--- config.mk ---
export PLATFORM = sky130hd
export DESIGN_NAME = alarm_sequencer
export DESIGN_NICKNAME = d
export VERILOG_FILES = /design/src/rtl/alarm_sequencer.sv
export SDC_FILE = /design/constraint.sdc
export NUM_CORES = 1
export LEC_CHECK = 0
export BUFFER_PORTS_ARGS = -buffer_cell sky130_fd_sc_hd__buf_2
export CAP_MARGIN = 30
export CORE_AREA = 8 8 59 61
export CTS_BUF_LIST = sky130_fd_sc_hd__clkbuf_2
export DETAILED_ROUTE_END_ITERATION = 12
export DIE_AREA = 0 0 67 69
export HOLD_SLACK_MARGIN = 0.08
export SKIP_CTS_REPAIR_TIMING = 1
export SLEW_MARGIN = 25
export SYNTH_ARGS = -nofsm -noshare
export SYNTH_HDL_FRONTEND = slang
export SYNTH_SLANG_ARGS = --single-unit
--- constraint.sdc ---
create_clock -name clock50 -period 2.25 [get_ports clock50]
set_clock_uncertainty 0.05 [all_clocks]
set_input_delay 0.45 -clock clock50 [delete_from_list [all_inputs] [get_ports clock50]]
set_output_delay 0.45 -clock clock50 [all_outputs]
set_load 0.02 [all_outputs]
--- src/rtl/alarm_sequencer.sv ---
// alarm_sequencer: arm/disarm state machine for the alarm system.
// Times the exit delay, entry delay and (optionally) the siren period with an
// internal down-counter advanced by the upstream one-cycle tick.
// Optional feature macro: ALARM_SIREN_TIMEOUT_EN. When it is defined, the siren
// times out after SIREN_TIME ticks and the system falls back to ARMED.
// When it is undefined, ALARM holds until a disarm edge or reset.
module alarm_sequencer #(
  parameter int TIMER_W    = 8,
  parameter int EXIT_TIME  = 30,
  parameter int ENTRY_TIME = 15,
  parameter int SIREN_TIME = 120
) (
  input  logic               clock50,
  input  logic               Mr,
  input  logic               tick,
  input  logic               arm,
  input  logic               disarm,
  input  logic               sensor,
  output logic [2:0]         state,
  output logic               armed,
  output logic               beeper,
  output logic               siren,
  output logic               arm_fault,
  output logic [TIMER_W-1:0] remaining
);

  typedef enum logic [2:0] {
    S_DISARMED = 3'd0,
    S_EXIT     = 3'd1,
    S_ARMED    = 3'd2,
    S_ENTRY    = 3'd3,
    S_ALARM    = 3'd4
  } state_t;

  state_t               r_state;
  logic [TIMER_W-1:0]   r_timer;
  logic                 r_arm_q;
  logic                 r_disarm_q;
  logic                 r_armed;
  logic                 r_beeper;
  logic                 r_siren;
  logic                 r_arm_fault;

  state_t               w_state_nx;
  logic [TIMER_W-1:0]   w_timer_nx;
  logic                 w_fault_nx;
  logic                 w_arm_edge;
  logic                 w_disarm_edge;
  logic                 w_timer_one;

  // Unsigned decrement that saturates at zero.
  function automatic logic [TIMER_W-1:0] dec_sat(input logic [TIMER_W-1:0] t);
    return (t == '0) ? '0 : t - TIMER_W'(1);
  endfunction

  assign w_arm_edge    = arm & ~r_arm_q;
  assign w_disarm_edge = disarm & ~r_disarm_q;
  assign w_timer_one   = (r_timer == TIMER_W'(1));

  // Next-state and next-timer selection; disarm outranks everything else.
  always_comb begin
    w_state_nx = r_state;
    w_timer_nx = r_timer;
    w_fault_nx = 1'b0;
    if (w_disarm_edge) begin
      w_state_nx = S_DISARMED;
      w_timer_nx = '0;
    end else begin
      case (r_state)
        S_DISARMED: begin
          w_timer_nx = '0;
          if (w_arm_edge) begin
            if (sensor) begin
              w_fault_nx = 1'b1;
            end else begin
              w_state_nx = S_EXIT;
              w_timer_nx = TIMER_W'(EXIT_TIME);
            end
          end
        end
        S_EXIT: begin
          // Zone is ignored while the occupant is leaving.
          if (tick) begin
            if (w_timer_one) begin
              w_state_nx = S_ARMED;
              w_timer_nx = '0;
            end else begin
              w_timer_nx = dec_sat(r_timer);
            end
          end
        end
        S_ARMED: begin
          w_timer_nx = '0;
          if (sensor) begin
            w_state_nx = S_ENTRY;
            w_timer_nx = TIMER_W'(ENTRY_TIME);
          end
        end
        S_ENTRY: begin
          if (tick) begin
            if (w_timer_one) begin
              w_state_nx = S_ALARM;
`ifdef ALARM_SIREN_TIMEOUT_EN
              w_timer_nx = TIMER_W'(SIREN_TIME);
`else
              w_timer_nx = '0;
`endif
            end else begin
              w_timer_nx = dec_sat(r_timer);
            end
          end
        end
        S_ALARM: begin
`ifdef ALARM_SIREN_TIMEOUT_EN
          // Siren expiry re-arms; a still-tripped zone re-enters the entry delay next cycle.
          if (tick) begin
            if (w_timer_one) begin
              w_state_nx = S_ARMED;
              w_timer_nx = '0;
            end else begin
              w_timer_nx = dec_sat(r_timer);
            end
          end
`else
          w_timer_nx = '0;
`endif
        end
        default: begin
          // Codes 5..7 are unreachable; recover to a safe state.
          w_state_nx = S_DISARMED;
          w_timer_nx = '0;
        end
      endcase
    end
  end

  // State, timer, edge history and outputs, all registered from the next state.
  always_ff @(posedge clock50 or posedge Mr) begin
    if (Mr) begin
      r_state     <= S_DISARMED;
      r_timer     <= '0;
      r_arm_q     <= 1'b1;
      r_disarm_q  <= 1'b1;
      r_armed     <= 1'b0;
      r_beeper    <= 1'b0;
      r_siren     <= 1'b0;
      r_arm_fault <= 1'b0;
    end else begin
      r_state     <= w_state_nx;
      r_timer     <= w_timer_nx;
      r_arm_q     <= arm;
      r_disarm_q  <= disarm;
      r_armed     <= (w_state_nx == S_EXIT) || (w_state_nx == S_ARMED) ||
                     (w_state_nx == S_ENTRY) || (w_state_nx == S_ALARM);
      r_beeper    <= (w_state_nx == S_EXIT) || (w_state_nx == S_ENTRY);
      r_siren     <= (w_state_nx == S_ALARM);
      r_arm_fault <= w_fault_nx;
    end
  end

  assign state     = r_state;
  assign armed     = r_armed;
  assign beeper    = r_beeper;
  assign siren     = r_siren;
  assign arm_fault = r_arm_fault;
  assign remaining = r_timer;

endmodule
# ---- Yosys cells after proc, flatten, opt, wreduce, memory -nomap -nowiden
# Index checks and enable logic that the tools add are counted.
dict set report totals {
  ff_bits 17
  latch_bits 0
  ramBits 0
  romBits 0
  output_inout_bits 15
  elab_cells 51
  memories 0
}
dict set report classes {
  add_sub_neg 1
  multipliers 0
  n_div 0
  magnitude_cmp 0
  eq_ne 10
  shifts 0
  mux 21
  bitwise 4
  reduce_logical 7
}
# cell count
set op_table {}
lappend op_table {{$mux W8} 4}
lappend op_table {{$mux W3} 8}
lappend op_table {{$pmux W8 S3} 1}
lappend op_table {{$pmux W3 S5} 1}
lappend op_table {{$eq A3 B2 Y1 const B} 4}
lappend op_table {{$mux W5} 2}
lappend op_table {{$eq A8 B1 Y1 const B} 1}
lappend op_table {{$logic_not A8 Y1} 1}
lappend op_table {{$sub A8 B1 Y8 const B} 1}
lappend op_table {{$eq A3 B1 Y1 const B} 2}
lappend op_table {{$eq A3 B3 Y1 const B} 2}
lappend op_table {{$logic_or A1 B1 Y1} 4}
lappend op_table {{$mux W1} 4}
lappend op_table {{$mux W4} 1}
lappend op_table {{$logic_not A3 Y1} 1}
lappend op_table {{$ne A3 B1 Y1 const B} 1}
lappend op_table {{$and A1 B1 Y1} 2}
lappend op_table {{$not A1 Y1} 2}
lappend op_table {{$reduce_or A2 Y1} 1}

# ---- Longest topological paths before layout
dict set report depth {
  ltp_word 9
  mapped_depth 6
  mapped_depth_nobuf 6
}

# ---- Worst setup path after synthesis
# OpenSTA, ideal clock, no wires.
dict set report synth_path {
  kind {flip-flop to flip-flop}
  start {register r_timer[0] (netlist: remaining[0])}
  end {register r_timer[6] (netlist: remaining[6])}
  setup_time_ps 128
  t_arrival_ps 1671
  path_slack_ps 400
  path_stages_with_launch 7
  synth_period_minus_slack_ps 1850
  cell_sequence {dfrtp_1 inv_1 ha_1 or3b_1 or3_1 a31oi_1 o22ai_1}
}
dict set report synth_between {
  elab_chain_len 6
  word_cells_on_any_way 8
  classes_between {add/sub (1); eq/ne (1); mux (5); reduce/logical (1)}
}
# element line
set synth_lines {}
lappend synth_lines {{start, declared} 36} ;# logic [TIMER_W-1:0] r_timer;
lappend synth_lines {{start signal, assigned} 150} ;# r_timer <= w_timer_nx;
lappend synth_lines {{$sub A8 B1 Y8 / $logic_not A8 Y1 (equally long branches)} 53} ;# return (t == '0) ? '0 : t - TIMER_W'(1);
lappend synth_lines {{$mux W8} 53}
lappend synth_lines {{$mux W8 (*)} {84, 101}}
lappend synth_lines {{$mux W8 (*)} 83} ;# if (tick) begin
lappend synth_lines {{$pmux W8 S3 (*)} 69} ;# case (r_state)
lappend synth_lines {{$mux W8 (*)} 65} ;# if (w_disarm_edge) begin
# Mark *: on every way between the ends. The rest lies on a longest branch, timed or not. The select of a mux whose other input is x is not followed.
# A chain may end at the register's enable or synchronous reset.

# ---- Worst setup path in the final report
# Same ends and word-level chain as after synthesis.

==> impl_metrics.ini <==
[run_status]
outcome = complete, no violations

[placement]
io_buffers = 20
hpwlAfterDp_mm = 1.76
numPlacedInstances = 148
place_congestion = 0.864

[final_layout]
final_cell_mix = buf_2 (20), dfrtp_1 (15), nor2_1 (9)
num_antenna_cells = 0
drive_gt1_frac = 0.256
fin_cells = 152
final_common_cell = buf_2
nNetsFinal = 131
fillers = 275
area_growth_pct = 13.6

[sta]
max_freq_mhz = 530
drv_slew = 0
worstMarginPinSlew_ns = 0.772
setup_viol = 0
relSlewSlack = 0.484
finalSetupTns_ns = 0
layout_min_cycle_time_ns = 1.89
hold_violations = 0
min_period_over_period = 0.838
grt_setup_unrepaired = no

[synthesis]
postSynthNetCount = 110
ys_seq_area_frac = 0.429
synth_cell_types = 43
yosys.area.top_type = dfrtp_1
syn_area_per_cell_um2 = 9.87
yosysWarnings = 0
ys_ff_latch = 17
synth_top_cell_area_share = 0.376
synthFlopType = dfrtp_1
synth_edf_count = 0
synthArstFlopShare = 1.00
synthCells = 101
synth_area_leaders = dfrtp_1 (38%), dfstp_2 (5.3%), nor2b_1 (4.4%)
syn_area_um2 = 997

[worst_setup_path]
r2r_start = remaining[0]
crit_start = remaining[0]
crit_arrival_ns = 2.06
crit_path_end_kind = flip-flop
cp-start-kind = flip-flop
critPathKind = flip-flop to flip-flop
crit_required_ns = 2.42
crit_path_max_fanout = 7

[hold_path]
hold_path.class = input pin to asynchronous set/reset pin

[grt]
grt_pass1_vias = 874
overflow = 0
grt_usage = 0.109
grt_pass1_wl_mm = 4.12
grt_antenna_before_repair = 0
grt_max_degree = 18

[floorplan]
start_util = 0.381
io_pins = 21
rows = 19
core_mm2 = 0.00262
dieArea_mm2 = 0.00462
die_w_um = 67
fp.dieH_um = 69

[routing]
wl_mm = 2.31
detail-route-antenna-nets = 0
vias_per_cell = 5.73
drt-pass1-iter-count = 4
via_count = 871
wl_per_cell_um = 15.2
drc_errors = 0
initialDrtViolationCount = 37

[power]
leakagePower_nw = 0.540
swShare = 0.448
pwr-share-seq = 0.382
power_switching_mw = 0.521
clkPwrFrac = 0.132
irDropWorstVdd_mv = 0.594
powerDensity_mw_per_mm2 = 1030
internal_power_mw = 0.641
comb_power_share = 0.485

[clocking]
cts.sinks = 17
cts_inserted_buffers = 3
cts_tree = done
htree_levels = 1
cts-root-buf = clkbuf_2
worstSkewPairLatency_ns = 0.31
clock_path_buffers = 2
clk_pin_slew_worst_paths_ns = 0.18

[run]
cap_violations = 0
## power by group through the flow
| stage | Combinational (mW) | Clock, mW | Sequential (mW) |
|---|---|---|---|
| after floorplan | 0.380 | 0 | 0.492 |
| after global placement | 0.567 | 0 | 0.446 |
| after detailed placement | 0.566 | 0 | 0.450 |
| after CTS | 0.568 | 0.157 | 0.444 |
| after global routing | 0.632 | 0.170 | 0.458 |
| final | 0.564 | 0.154 | 0.444 |
## metal layers
metal	vias up	routed length [µm]	GRT usage
met1	413	968	0.139
met3	8	156	0.0162
met2	31	1110	0.169
met5	-	0	0
li1	419	-	-
met4	0	70	0.0558
## kinds of logic after synthesis
group	Yosys count	synth area share
AO/OA/AOI/OAI	22	0.182
adder cells (fa/ha/maj)	3	0.0376
flip-flops	17	0.429
AND/OR/NAND/NOR	49	0.300
XOR/XNOR	1	0.00878
buffers and inverters	9	0.0427
## cell type report
class,instances,area [µm²],area share
Multi-Input combinational cell,75,527,0.465
Tap cell,31,38.8,0.0343
Timing Repair Buffer,20,100,0.0884
Inverter,5,18.8,0.0166
Sequential cell,17,428,0.378
Clock buffer,4,20.0,0.0177
## path summary, 6_finish.rpt
path / endpoint / slack [ns] / cells past startpoint
max in group asynchronous: arm_fault / 1.61 / 2
setup / recovery: remaining[6] / 0.36 / 6
hold reg to reg: remaining[0] / 0.55 / 1
setup reg to reg: remaining[6] / 0.36 / 6
min in group clock50: r_disarm_q / 0.17 / 1
hold / removal: remaining[7] / 0.13 / 2
## Yosys cell counts (2+ instances only)
cell / number
dfrtp_1: 15
nor2_1: 9
nand2_1: 7
nor2b_1: 7
inv_1: 5
nor3_1: 5
a31oi_1: 4
ha_1: 3
nand2b_1: 3
a22o_1: 2
a32oi_1: 2
clkbuf_1: 2
dfstp_2: 2
nand3_1: 2
nand4_1: 2
nor3b_1: 2
o21ai_1: 2
or4_1: 2
## flip-flops by register name, indices dropped and copies added (netlist names)
register    cells
remaining       8
state           3
arm_fault       1
armed           1
beeper          1
r_arm_q         1
r_disarm_q      1
siren           1
## worst max-delay path, cell delays in order (launching register included)
cell and delay, ns:
dfrtp_1 0.48, inv_1 0.11, ha_1 0.16, or3b_1 0.38, or3_1 0.34, a31oi_1 0.18, o22ai_1 0.10
## through the flow
step	total power, mW	instance area [µm²]	hold slack, ns	worst slack, ns	util
3_5_place_dp	1.02	1110	0.517	0.227	0.425
5_1_grt	1.26	1130	0.159	0.220	0.433
4_1_cts	1.17	1130	0.165	0.350	0.433
3_3_place_gp	1.01	1110	0.496	0.275	0.425
2_1_floorplan	0.871	997	0.325	0.400	-
6_report	1.16	1130	0.132	0.365	0.433
No activity file was read; power rests on OpenSTA's default activity.
